$ cat src/rtl/uart_tx_fifo.sv
// Buffered 8N1 UART transmitter: a byte FIFO feeds a start/data/stop serialiser
// running at DIV system clocks per bit. All outputs are registered.
module uart_tx_fifo #(
    parameter int sysclk_frequency = 1330,  // units of 10 kHz
    parameter int baud             = 115200,
    parameter int fifo_log2        = 4
) (
    input  logic       clk,
    input  logic       reset_in,
    input  logic [7:0] d,
    input  logic       wr,
    output logic       full,
    output logic       empty,
    output logic       busy,
    output logic       overflow,
    output logic       txd
);

    // DIV must come out at 2 or more for the bit timing to be meaningful.
    localparam int DIV    = (sysclk_frequency * 10000) / baud;
    localparam int DEPTH  = 1 << fifo_log2;
    localparam int BAUD_W = $clog2(DIV);

    typedef logic [fifo_log2-1:0] ptr_t;
    typedef logic [fifo_log2:0]   count_t;
    typedef logic [BAUD_W-1:0]    baud_t;
    typedef enum logic [1:0] {S_IDLE, S_START, S_DATA, S_STOP} state_t;

    localparam count_t COUNT_FULL = count_t'(DEPTH);
    localparam baud_t  BAUD_LAST  = baud_t'(DIV - 1);

    state_t     state_q, state_d;
    baud_t      baud_cnt_q, baud_cnt_d;
    logic [2:0] bit_idx_q, bit_idx_d;
    logic [7:0] shift_q, shift_d;
    ptr_t       rd_ptr_q, rd_ptr_d;
    ptr_t       wr_ptr_q, wr_ptr_d;
    count_t     count_q, count_d;
    logic       overflow_q, overflow_d;
    logic       txd_q, txd_d;
    logic       full_q, full_d;
    logic       empty_q, empty_d;
    logic       busy_q, busy_d;
    logic       pop, push, bit_end;
    logic [7:0] mem_q [DEPTH];

    assign bit_end = (baud_cnt_q == BAUD_LAST);

    // State register.
    always_ff @(posedge clk or negedge reset_in) begin
        if (!reset_in) begin
            state_q    <= S_IDLE;
            baud_cnt_q <= '0;
            bit_idx_q  <= '0;
            shift_q    <= '0;
            rd_ptr_q   <= '0;
            wr_ptr_q   <= '0;
            count_q    <= '0;
            overflow_q <= 1'b0;
            txd_q      <= 1'b1;
            full_q     <= 1'b0;
            empty_q    <= 1'b1;
            busy_q     <= 1'b0;
        end else begin
            // NOTE: non-blocking here so every flop samples the pre-edge values.
            state_q    <= state_d;
            baud_cnt_q <= baud_cnt_d;
            bit_idx_q  <= bit_idx_d;
            shift_q    <= shift_d;
            rd_ptr_q   <= rd_ptr_d;
            wr_ptr_q   <= wr_ptr_d;
            count_q    <= count_d;
            overflow_q <= overflow_d;
            txd_q      <= txd_d;
            full_q     <= full_d;
            empty_q    <= empty_d;
            busy_q     <= busy_d;
        end
    end

    // NOTE: storage is not reset; a reset empties the FIFO by clearing pointers and count.
    always_ff @(posedge clk) begin
        if (push) mem_q[wr_ptr_q] <= d;
    end

    // Next-state logic: serialiser FSM plus FIFO bookkeeping.
    always_comb begin
        // NOTE: every variable gets a default first, so no path can infer a latch.
        state_d    = state_q;
        baud_cnt_d = baud_cnt_q;
        bit_idx_d  = bit_idx_q;
        shift_d    = shift_q;
        pop        = 1'b0;
        case (state_q)
            S_IDLE: begin
                if (count_q != '0) begin
                    pop        = 1'b1;
                    shift_d    = mem_q[rd_ptr_q];
                    baud_cnt_d = '0;
                    state_d    = S_START;
                end
            end
            S_START: begin
                if (bit_end) begin
                    baud_cnt_d = '0;
                    bit_idx_d  = '0;
                    state_d    = S_DATA;
                end else begin
                    baud_cnt_d = baud_cnt_q + baud_t'(1);
                end
            end
            S_DATA: begin
                if (bit_end) begin
                    baud_cnt_d = '0;
                    shift_d    = {1'b0, shift_q[7:1]};
                    bit_idx_d  = bit_idx_q + 3'd1;
                    if (bit_idx_q == 3'd7) state_d = S_STOP;
                end else begin
                    baud_cnt_d = baud_cnt_q + baud_t'(1);
                end
            end
            S_STOP: begin
                if (bit_end) begin
                    baud_cnt_d = '0;
                    // Chain straight into the next start bit when more data waits.
                    if (count_q != '0) begin
                        pop     = 1'b1;
                        shift_d = mem_q[rd_ptr_q];
                        state_d = S_START;
                    end else begin
                        state_d = S_IDLE;
                    end
                end else begin
                    baud_cnt_d = baud_cnt_q + baud_t'(1);
                end
            end
            default: state_d = S_IDLE;
        endcase

        push       = wr && ((count_q != COUNT_FULL) || pop);
        overflow_d = overflow_q | (wr & ~push);
        rd_ptr_d   = pop  ? rd_ptr_q + ptr_t'(1) : rd_ptr_q;
        wr_ptr_d   = push ? wr_ptr_q + ptr_t'(1) : wr_ptr_q;
        case ({push, pop})
            2'b10:   count_d = count_q + count_t'(1);
            2'b01:   count_d = count_q - count_t'(1);
            default: count_d = count_q;
        endcase
    end

    // Output logic, computed from next-state values so the registers show this cycle's result.
    always_comb begin
        case (state_d)
            S_START: txd_d = 1'b0;
            S_DATA:  txd_d = shift_d[0];
            default: txd_d = 1'b1;
        endcase
        full_d  = (count_d == COUNT_FULL);
        empty_d = (count_d == '0);
        busy_d  = (state_d != S_IDLE) || (count_d != '0);
    end

    assign txd      = txd_q;
    assign full     = full_q;
    assign empty    = empty_q;
    assign busy     = busy_q;
    assign overflow = overflow_q;

endmodule
$ cat config.mk
export PLATFORM = sky130hd
export DESIGN_NAME = uart_tx_fifo
export DESIGN_NICKNAME = d
export VERILOG_FILES = /design/src/rtl/uart_tx_fifo.sv
export SDC_FILE = /design/constraint.sdc
export NUM_CORES = 1
export LEC_CHECK = 0
export CORE_MARGIN = 3
export CORE_UTILIZATION = 60
export CTS_CLUSTER_DIAMETER = 150
export DETAILED_ROUTE_END_ITERATION = 8
export PLACE_DENSITY = 0.86
export SLEW_MARGIN = 20
export SYNTH_ARGS = -nofsm -noshare
export SYNTH_HDL_FRONTEND = slang
export SYNTH_SLANG_ARGS = --single-unit
$ cat constraint.sdc
create_clock -name clk -period 6.1 [get_ports clk]
set_input_delay 0.61 -clock clk [delete_from_list [all_inputs] [get_ports clk]]
set_output_delay 0.61 -clock clk [all_outputs]
set_load 0.01 [all_outputs]
# [Yosys cells after proc, flatten, opt, wreduce, memory -nomap -nowiden]
# Memories as Yosys holds them, arrays and structs flattened.
# Cells that the tools add are included.
[classes] add_sub_neg=6 n_eq_ne=15 muxes=24 n_bitwise=3 reduce_logical=13
[ops] operator="$mux 8" n=3
[ops] operator="$pmux 8 s3" n=1
[ops] operator="$mux 7" n=2
[ops] operator="$pmux 7 s2" n=1
[ops] operator="$mux 2" n=5
[ops] operator="$pmux 5 s2" n=1
[ops] operator="$reduce_bool 5->1" n=2
[ops] operator="$add 4x1->4 const B" n=2
[ops] operator="$eq 2x2->1 const B" n=4
[ops] operator="$ne 2x2->1 const B" n=4
[ops] operator="$pmux 2 s4" n=1
[ops] operator="$add 7x1->7 const B" n=1
[ops] operator="$eq 7x7->1 const B" n=1
[ops] operator="$eq 2x1->1 const B" n=3
[ops] operator="$mux 3" n=2
[ops] operator="$pmux 3 s2" n=1
[ops] operator="$reduce_and 3->1" n=2
[ops] operator="$add 5x1->5 const B" n=1
[ops] operator="$eq 5x5->1 const B" n=1
[ops] operator="$logic_not 5->1" n=1
[ops] operator="$mux 1" n=5
[ops] operator="$ne 5x5->1 const B" n=1
[ops] operator="$sub 5x1->5 const B" n=1
[ops] operator="$pmux 1 s2" n=2
[ops] operator="11 further kinds" n=13
[word_totals] reg_bits=38 ram_bits=128 inputBits=11 output_inout_bits=5 word_cells=75 memories=1
[mem_list] memory="mem_q" depth=16 width=8 read_ports=1 rd_clocked_by_memory_dff=0 wr=1 line_no="45" text="logic [7:0] mem_q [DEPTH];"

# [Depth between registers and ports, before layout]
# Gate-level depths: netlist of the first run.
[depth] ltp_word=10 ltp_mapped=13 depth_no_buf=12

# [Worst setup path after synthesis of the first run]
# Ideal clock, no wire load.
[synth_timing] path_type="reg2reg" startpoint="register count_q[0]" endpoint="register full_q, in the netlist full" setup_time_ns=0.086 arrival_ns=2.942 t_required_ns=6.014 slack_ns=3.072 path_stages_with_launch=11 path_buffers=0 period_less_slack_ns=3.028 cell_sequence="dfrtp_1 > nor4_2 > nand2_1 > nand3_1 > inv_1 > fa_1 > a21oi_1 > o21bai_1 > and3_1 > or3_1 > a32oi_1"
[synth_between] elab_chain_cells=9 word_cells_on_any_way=13 classes_between="2 x add/sub; 4 x eq/ne; 4 x mux; 3 x reduce/logical"
[synth_rtl] element="start, declared" line_no="38" text="count_t count_q, count_d;"
[synth_rtl] element="start signal, assigned" line_no="72" text="count_q <= count_d;"
[synth_rtl] element="$reduce_bool 5->1" line_no="96, 126"
[synth_rtl] element="$mux 1" line_no="96, 126"
[synth_rtl] element="$mux 1" line_no="123" text="if (bit_end) begin"
[synth_rtl] element="$pmux 1 s2" line_no="94" text="case (state_q)"
[synth_rtl] element="$logic_or 1x1->1" line_no="140" text="push = wr && ((count_q != COUNT_FULL) || pop);"
[synth_rtl] element="$logic_and 1x1->1" line_no="140"
[synth_rtl] element="$eq 2x1->1 / $eq 2x2->1 (equally long branches)" line_no="144" text="case ({push, pop})"
[synth_rtl] element="$pmux 5 s2 *" line_no="144"
[synth_rtl] element="$eq 5x5->1 *" line_no="158" text="full_d = (count_d == COUNT_FULL);"
[synth_rtl] element="via full_d" line_no="41" text="logic full_q, full_d;"
[synth_rtl] element="end signal, assigned" line_no="75" text="full_q <= full_d;"
[synth_rtl] element="end, declared" line_no="41"
# Mark *: on every way through the listed nets, which the timed path passes. The rest lies on a longest branch.
# A chain may end at the register's enable or synchronous reset.

# [Worst setup path in the final report of the first run]
[layout_timing] startpoint="register baud_cnt_q[0]" endpoint="memory mem_q[6][5] (enable)"
[layout_between] elab_chain_cells=7
[layout_rtl] element="start, declared" line_no="33" text="baud_t baud_cnt_q, baud_cnt_d;"
[layout_rtl] element="start signal, assigned" line_no="67" text="baud_cnt_q <= baud_cnt_d;"
[layout_rtl] element="$eq 7x7->1" line_no="47" text="assign bit_end = (baud_cnt_q == BAUD_LAST);"
[layout_rtl] element="$mux 1" line_no="123"
[layout_rtl] element="$pmux 1 s2" line_no="94"
[layout_rtl] element="$logic_or 1x1->1" line_no="140"
[layout_rtl] element="$logic_and 1x1->1" line_no="140"
[layout_rtl] element="$mux 1" line_no="83" text="if (push) mem_q[wr_ptr_q] <= d;"
[layout_rtl] element="$mux 1 (not written as such)" line_no="83"
[layout_rtl] element="end, declared" line_no="45"
# No other way between the ends.

==> results_dict.tcl, run 1 <==
set metrics [dict create \
    critPathKind "flop to flop" \
    multi_input_area_um2 2380 \
    grt_max_degree 39 \
    powerDensity_nw_per_um2 447 \
    clockBufferDepth 2 \
    wirelength_um 14600 \
    syn_nets 475 \
    outcome "finished, final reports clean" \
    dieArea_um2 13600 \
    die_h_um 116 \
    grt_pass1_wl_um 22700 \
    layout.area.seq_um2 4800 \
    ant_nets 0 \
    crit_path_cell_trace "inv_1, ha_1, nor4bb_1, a21oi_1, a31oi_1, nand2_1, nor3_1" \
    cpLargestDelayFamily "simple AND/OR/NAND/NOR gates" \
    area_delta_synth_final_pct 10.8 \
    rows 39 \
    dpl.cell_count 586 \
    grt_pass1_vias 4129 \
    fp.dieW_um 116 \
    utilization 0.696 \
    synth_cells 446 \
    synth.distinct_cells 63 \
    drv_cap 0 \
    synth_area_leader_cell "edfxtp_1" \
    place.gp.congestion 0.853 \
    crit_required_ns 6.14 \
    p_seq_frac 0.442 \
    fin_skew_ns 0.0182 \
    post_cts_buffers 0 \
    final_max_slew_viol_count 0 \
    crit_arrival_ns 4.12 \
    synth-edff-count 128 \
    synth_ff_type "edfxtp_1" \
    port_buffers 15 \
    ir_drop_uv 324 \
    io_pins 16 \
    initial_core_util 0.628 \
    power_switching_mw 1.18 \
    clock_power_share 0.266 \
    cts_resized 0 \
    internal_power_mw 2.45 \
    ys_warn_count 0 \
    htree_levels 4 \
    fin_crit_sh 0.668 \
    dr_total_vias 4117 \
    swShare 0.325 \
    hold_class "input port to async pin" \
    core_area_um2 11700 \
    hold_buffers 0 \
    cts_buffers 17 \
    synthesis.area_um2 7320 \
    drt-pass1-iter-count 5 \
    hold_viol 0 \
    path_buf_inv 1 \
    crit_path_end_kind "flop" \
    cts_sinks 166 \
    layout.cells.non_filler 618 \
    min_period_ns 4.08 \
    yosysTopAreaCellShare 0.525 \
    crit_slowest_cell "nor3_1" \
    worst_slew_pin_slew_ns 1.14 \
    cts_tree "done" \
    grt_overflow_total 0 \
    n_fill_cell 715 \
    synthTopCellsByArea "edfxtp_1 (52%), dfrtp_1 (12%), mux4_1 (6.1%), mux4_2 (5.5%), ha_1 (2.9%)" \
    fmax_ghz 0.245 \
    wl_per_cell_um 23.6 \
    yosys-top-cells-count "edfxtp_1 (128), dfrtp_1 (36), mux4_2 (18)" \
    synth-seq-cells 166 \
    fin_setup_tns_ns 0 \
    max_stage_delay_ns 0.92 \
    ys_async_sr_fraction 0.229 \
    setup_viol 0 \
    drcViolationCount 0 \
    synth_most_common_cell "edfxtp_1" \
    cts-root-buf "clkbuf_16" \
    grtUsageTotal 0.236 \
    avgViaCountPerCell 6.66 \
    rsz0062_at_grt "no" \
    synth_seq_area_share 0.655 \
    cp-start-kind "flop" \
    slew_headroom 0.236 \
    dp_hpwl_um 9380 \
    antenna_found_initial 0 \
    critPathMaxFanout 10 \
    p_leak_nw 2.92 \
    clk_latency_ns 0.44 \
    post_route_cells_drive_above_1_share 0.149 \
    antenna_cells 0 \
    layout.nets 491 \
    share_comb_of_total_power 0.292 \
    cts.clk_slew.worst_paths_ns 0.06 \
    initialDrtViolationCount 490 \
    synth.avg_cell_area_um2 16.4 \
]
==> cells in the final DEF, fill, tap and decap left out, drive strengths merged, types with 3 or more instances in the layout <==
master         instances
a21o                   3
a21oi                  6
a221o                  7
a22o                   6
and2                   6
and3                   4
buf                    4
clkbuf                20
clkdlybuf4s50         14
clkinv                 4
dfrtp                 36
edfxtp               128
ha                    17
inv                   24
mux2                   7
mux2i                  6
mux4                  35
nand2                 15
nand2b                 5
nand3                 10
nand4                  3
nor2                  17
nor2b                  9
nor3                  13
nor3b                  4
nor4                   7
o211ai                 3
o21ai                 15
o31ai                  3
or3                    3
or4                    3
xnor2                  7
==> stage by stage <==
step / hold WS, ns / setup WS [ns] / power (mW) / area [um^2]
floorplan: 0.314 / 3.07 / 2.38 / 7320
global placement: 0.457 / 2.28 / 2.62 / 7570
detailed placement: 0.472 / 2.09 / 2.66 / 7570
CTS: 0.301 / 2.09 / 3.63 / 8100
global route: 0.352 / 1.79 / 3.80 / 8120
finish: 0.281 / 2.02 / 3.63 / 8120
==> final timing paths <==
kind	cells after the start	endpoint	slack (ns)	startpoint
worst min-delay path	1	count_q[4]$_DFF_PN0_	0.28	reset_in
worst max register to register	7	mem_q[6][5]$_DFFE_PP_	2.02	baud_cnt_q[0]$_DFFE_PN0P_
min in group clk	1	baud_cnt_q[6]$_DFFE_PN0P_	0.48	baud_cnt_q[6]$_DFFE_PN0P_
max in group asynchronous	1	rd_ptr_q[0]$_DFFE_PN0N_	5.24	reset_in
worst min register to register	1	baud_cnt_q[6]$_DFFE_PN0P_	0.48	baud_cnt_q[6]$_DFFE_PN0P_
worst max-delay path	7	mem_q[6][5]$_DFFE_PP_	2.02	baud_cnt_q[0]$_DFFE_PN0P_
==> layer usage <==
layer	part of all wire	up-vias	global-route usage
li1	-	1830	-
met1	0.39	2099	0.298
met2	0.52	159	0.387
met3	0.068	29	0.0710
met4	0.020	0	0.0928
met5	0	-	0
==> worst reg2reg max path, cell delays in order (launching register included) <==
cell      delay [ns]
dfrtp_1         0.41
inv_1           0.08
ha_1            0.14
nor4bb_1        0.68
a21oi_1         0.41
a31oi_1         0.84
nand2_1         0.24
nor3_1          0.92
==> logic make-up after synthesis <==
logic type	share of synthesized area
flip-flops	0.655
AND/OR/NAND/NOR	0.0801
XOR/XNOR	0.0108
adder cells (fa/ha/maj)	0.0318
buffers and inverters	0.0253
multiplexers	0.135
AO/OA/AOI/OAI	0.0618
==> flip-flops by register name (all words and copies together), names as in the netlist, 2 cells and up <==
signal / cells
mem_q: 128
state_q: 2
count_q: 5
rd_ptr_q: 4
wr_ptr_q: 4
bit_idx_q: 3
shift_q: 8
baud_cnt_q: 7
==> cell type report <==
cell class              instances  area share
clock buffers                  20      0.0538
clock inverters                12      0.0109
inverters                      16     0.00740
multi-input cells             243       0.294
flip-flops and latches        166       0.591
well taps                     143      0.0220
repair buffers                 18      0.0207
==> power by group through the flow <==
stage	sequential (mW)	combinational, mW	clock, mW
6_report	1.60	1.06	0.965
5_1_grt	1.63	1.15	1.02
4_1_cts	1.60	1.06	0.977
3_5_place_dp	1.62	1.05	0
3_3_place_gp	1.61	1.01	0
2_1_floorplan	1.49	0.898	0
Note: power is estimated with default switching activity, not from simulation.
==> run 2: changes to the inputs <==
==> constraint.sdc (replaced) <==
create_clock -name clk -period 3.9 [get_ports clk]
set_input_delay 0.39 -clock clk [delete_from_list [all_inputs] [get_ports clk]]
set_output_delay 0.39 -clock clk [all_outputs]
set_load 0.01 [all_outputs]
==> run 2 against run 1 <==
Sequential share of layout area fell by 0.92 points. Count of clock-buffer cells in the layout fell by 2. Highest routed layer unchanged. Non-clock buffer count rose by 14. Critical path depth rose by 5. Core utilization rose by 1.1 points. Cell count rose by 2.3%. Worst hold slack got worse by 0.20 ns. Clock skew fell by 0.0086 ns.
==> results_dict.tcl, run 2 (synthesized netlist as in run 1, its figures left out) <==
set metrics [dict create \
    timing.rr.end "full$_DFF_PN0_" \
    final_cell_mix "edfxtp_1 (128), dfrtp_1 (35), mux4_2 (18)" \
    fin_crit_sh 0.843 \
    antenna_found_initial 0 \
    dieArea_um2 13600 \
    grt_overflow_total 0 \
    hold_buffers 0 \
    endpoint "full$_DFF_PN0_" \
    final_max_slew_viol_count 0 \
    rows 39 \
    slew_headroom 0.308 \
    antenna_cells 0 \
    drv_cap 0 \
    crit_start "state_q[1]$_DFF_PN0_" \
    cp-start-kind "flop" \
    clk_latency_ns 0.42 \
    crit_arrival_ns 3.62 \
    min_period_ns 3.29 \
    drcViolationCount 0 \
    layout_commonest_cell "edfxtp_1" \
    wl_per_cell_um 23.4 \
    cts_resized 0 \
    critPathMaxFanout 8 \
    initial_core_util 0.628 \
    n_fill_cell 670 \
    post_route_cells_drive_above_1_share 0.172 \
    grt_pass1_wl_um 23800 \
    powerDensity_nw_per_um2 696 \
    whs_ns 0.0784 \
    cts-root-buf "clkbuf_16" \
    core_area_um2 11700 \
    drt-pass1-iter-count 5 \
    rsz0062_at_grt "no" \
    fin_setup_tns_ns 0 \
    grt_pass1_vias 4274 \
    avgViaCountPerCell 6.55 \
    hold_viol 0 \
    layout.area.seq_um2 4800 \
    dr_total_vias 4140 \
    htree_levels 4 \
    grt_max_degree 39 \
    multi_input_area_um2 2400 \
    regMostFlops "mem_q" \
    crit_required_ns 4.24 \
    setup_slack_ns 0.614 \
    cts_buffers 17 \
    p_leak_nw 2.99 \
    r2r-start "state_q[1]$_DFF_PN0_" \
    largest_register_ffs 128 \
    initialDrtViolationCount 427 \
    area_delta_synth_final_pct 12.5 \
    rr_worst_depth 12 \
    cts_tree "done" \
    layout.nets 505 \
    wirelength_um 14800 \
    die_h_um 116 \
    hold_class "input port to async pin" \
    ant_nets 0 \
    preCtsSetupSlack_ns 0.657 \
    dp_hpwl_um 9400 \
    port_buffers 15 \
    post_cts_buffers 0 \
    critPathKind "flop to flop" \
    cts.clk_slew.worst_paths_ns 0.06 \
    outcome "finished, final reports clean" \
    fin_skew_ns 0.00956 \
    crit_path_end_kind "flop" \
    io_pins 16 \
    r2r_setup_slack_ns 0.61 \
    setup_viol 0 \
    worst_slew_pin_slew_ns 1.03 \
    grtUsageTotal 0.242 \
    clockBufferDepth 2 \
    fp.dieW_um 116 \
    fmax_ghz 0.304 \
    reg_top3 "mem_q x128, shift_q x8, baud_cnt_q x7" \
    ir_drop_uv 417 \
    place.gp.congestion 0.888 \
    cts_sinks 166 \
]
## run 2: worst max-delay path: stages (launching register included)
cell	delay [ns]
dfrtp_1	0.43
inv_1	0.12
ha_1	0.33
and4b_1	0.21
a21o_1	0.21
nand3_1	0.17
inv_1	0.14
fa_1	0.42
a21oi_1	0.16
o21bai_1	0.18
and3_1	0.25
or3_1	0.37
a32oi_1	0.21
## run 2: cell type report
| class | instances | area share |
|---|---|---|
| Clock buffer | 18 | 0.0521 |
| Clock inverter | 14 | 0.0123 |
| Inverter | 16 | 0.00729 |
| Multi-Input combinational cell | 243 | 0.291 |
| Sequential cell | 166 | 0.582 |
| Tap cell | 143 | 0.0217 |
| Timing Repair Buffer | 32 | 0.0331 |
## run 2: per-stage QoR
step	instances	total power [mW]	cell area [um^2]	util
2_1_floorplan	446	3.73	7320	-
4_1_cts	632	5.72	8220	0.705
6_report	632	5.74	8240	0.707
3_3_place_gp	600	4.08	7680	0.658
3_5_place_dp	600	4.19	7690	0.659
5_1_grt	632	6.02	8240	0.707
## run 2: worst min path at each step
stage                                           end  depth (start not counted)                      start
after detailed placement         overflow$_DFF_PN0_                          1         overflow$_DFF_PN0_
after global routing           count_q[3]$_DFF_PN0_                          1                   reset_in
final                          count_q[4]$_DFF_PN0_                          1                   reset_in
after global placement    baud_cnt_q[6]$_DFFE_PN0P_                          1  baud_cnt_q[6]$_DFFE_PN0P_
after CTS                        overflow$_DFF_PN0_                          1                   reset_in
after floorplan           baud_cnt_q[0]$_DFFE_PN0P_                          0                   reset_in
## run 2: per-layer routing
| layer | routed length [um] | vias up | GRT usage |
|---|---|---|---|
| met3 | 949 | 24 | 0.0767 |
| li1 | - | 1848 | - |
| met1 | 5920 | 2108 | 0.308 |
| met5 | 0 | - | 0 |
| met4 | 302 | 0 | 0.0820 |
| met2 | 7600 | 160 | 0.400 |
## run 2: report_power, final
part / internal, mW / leakage [nW] / switching [mW]
logic: 0.862 / 1.10 / 0.867
registers: 2.18 / 1.64 / 0.330
clock network: 0.817 / 0.253 / 0.681
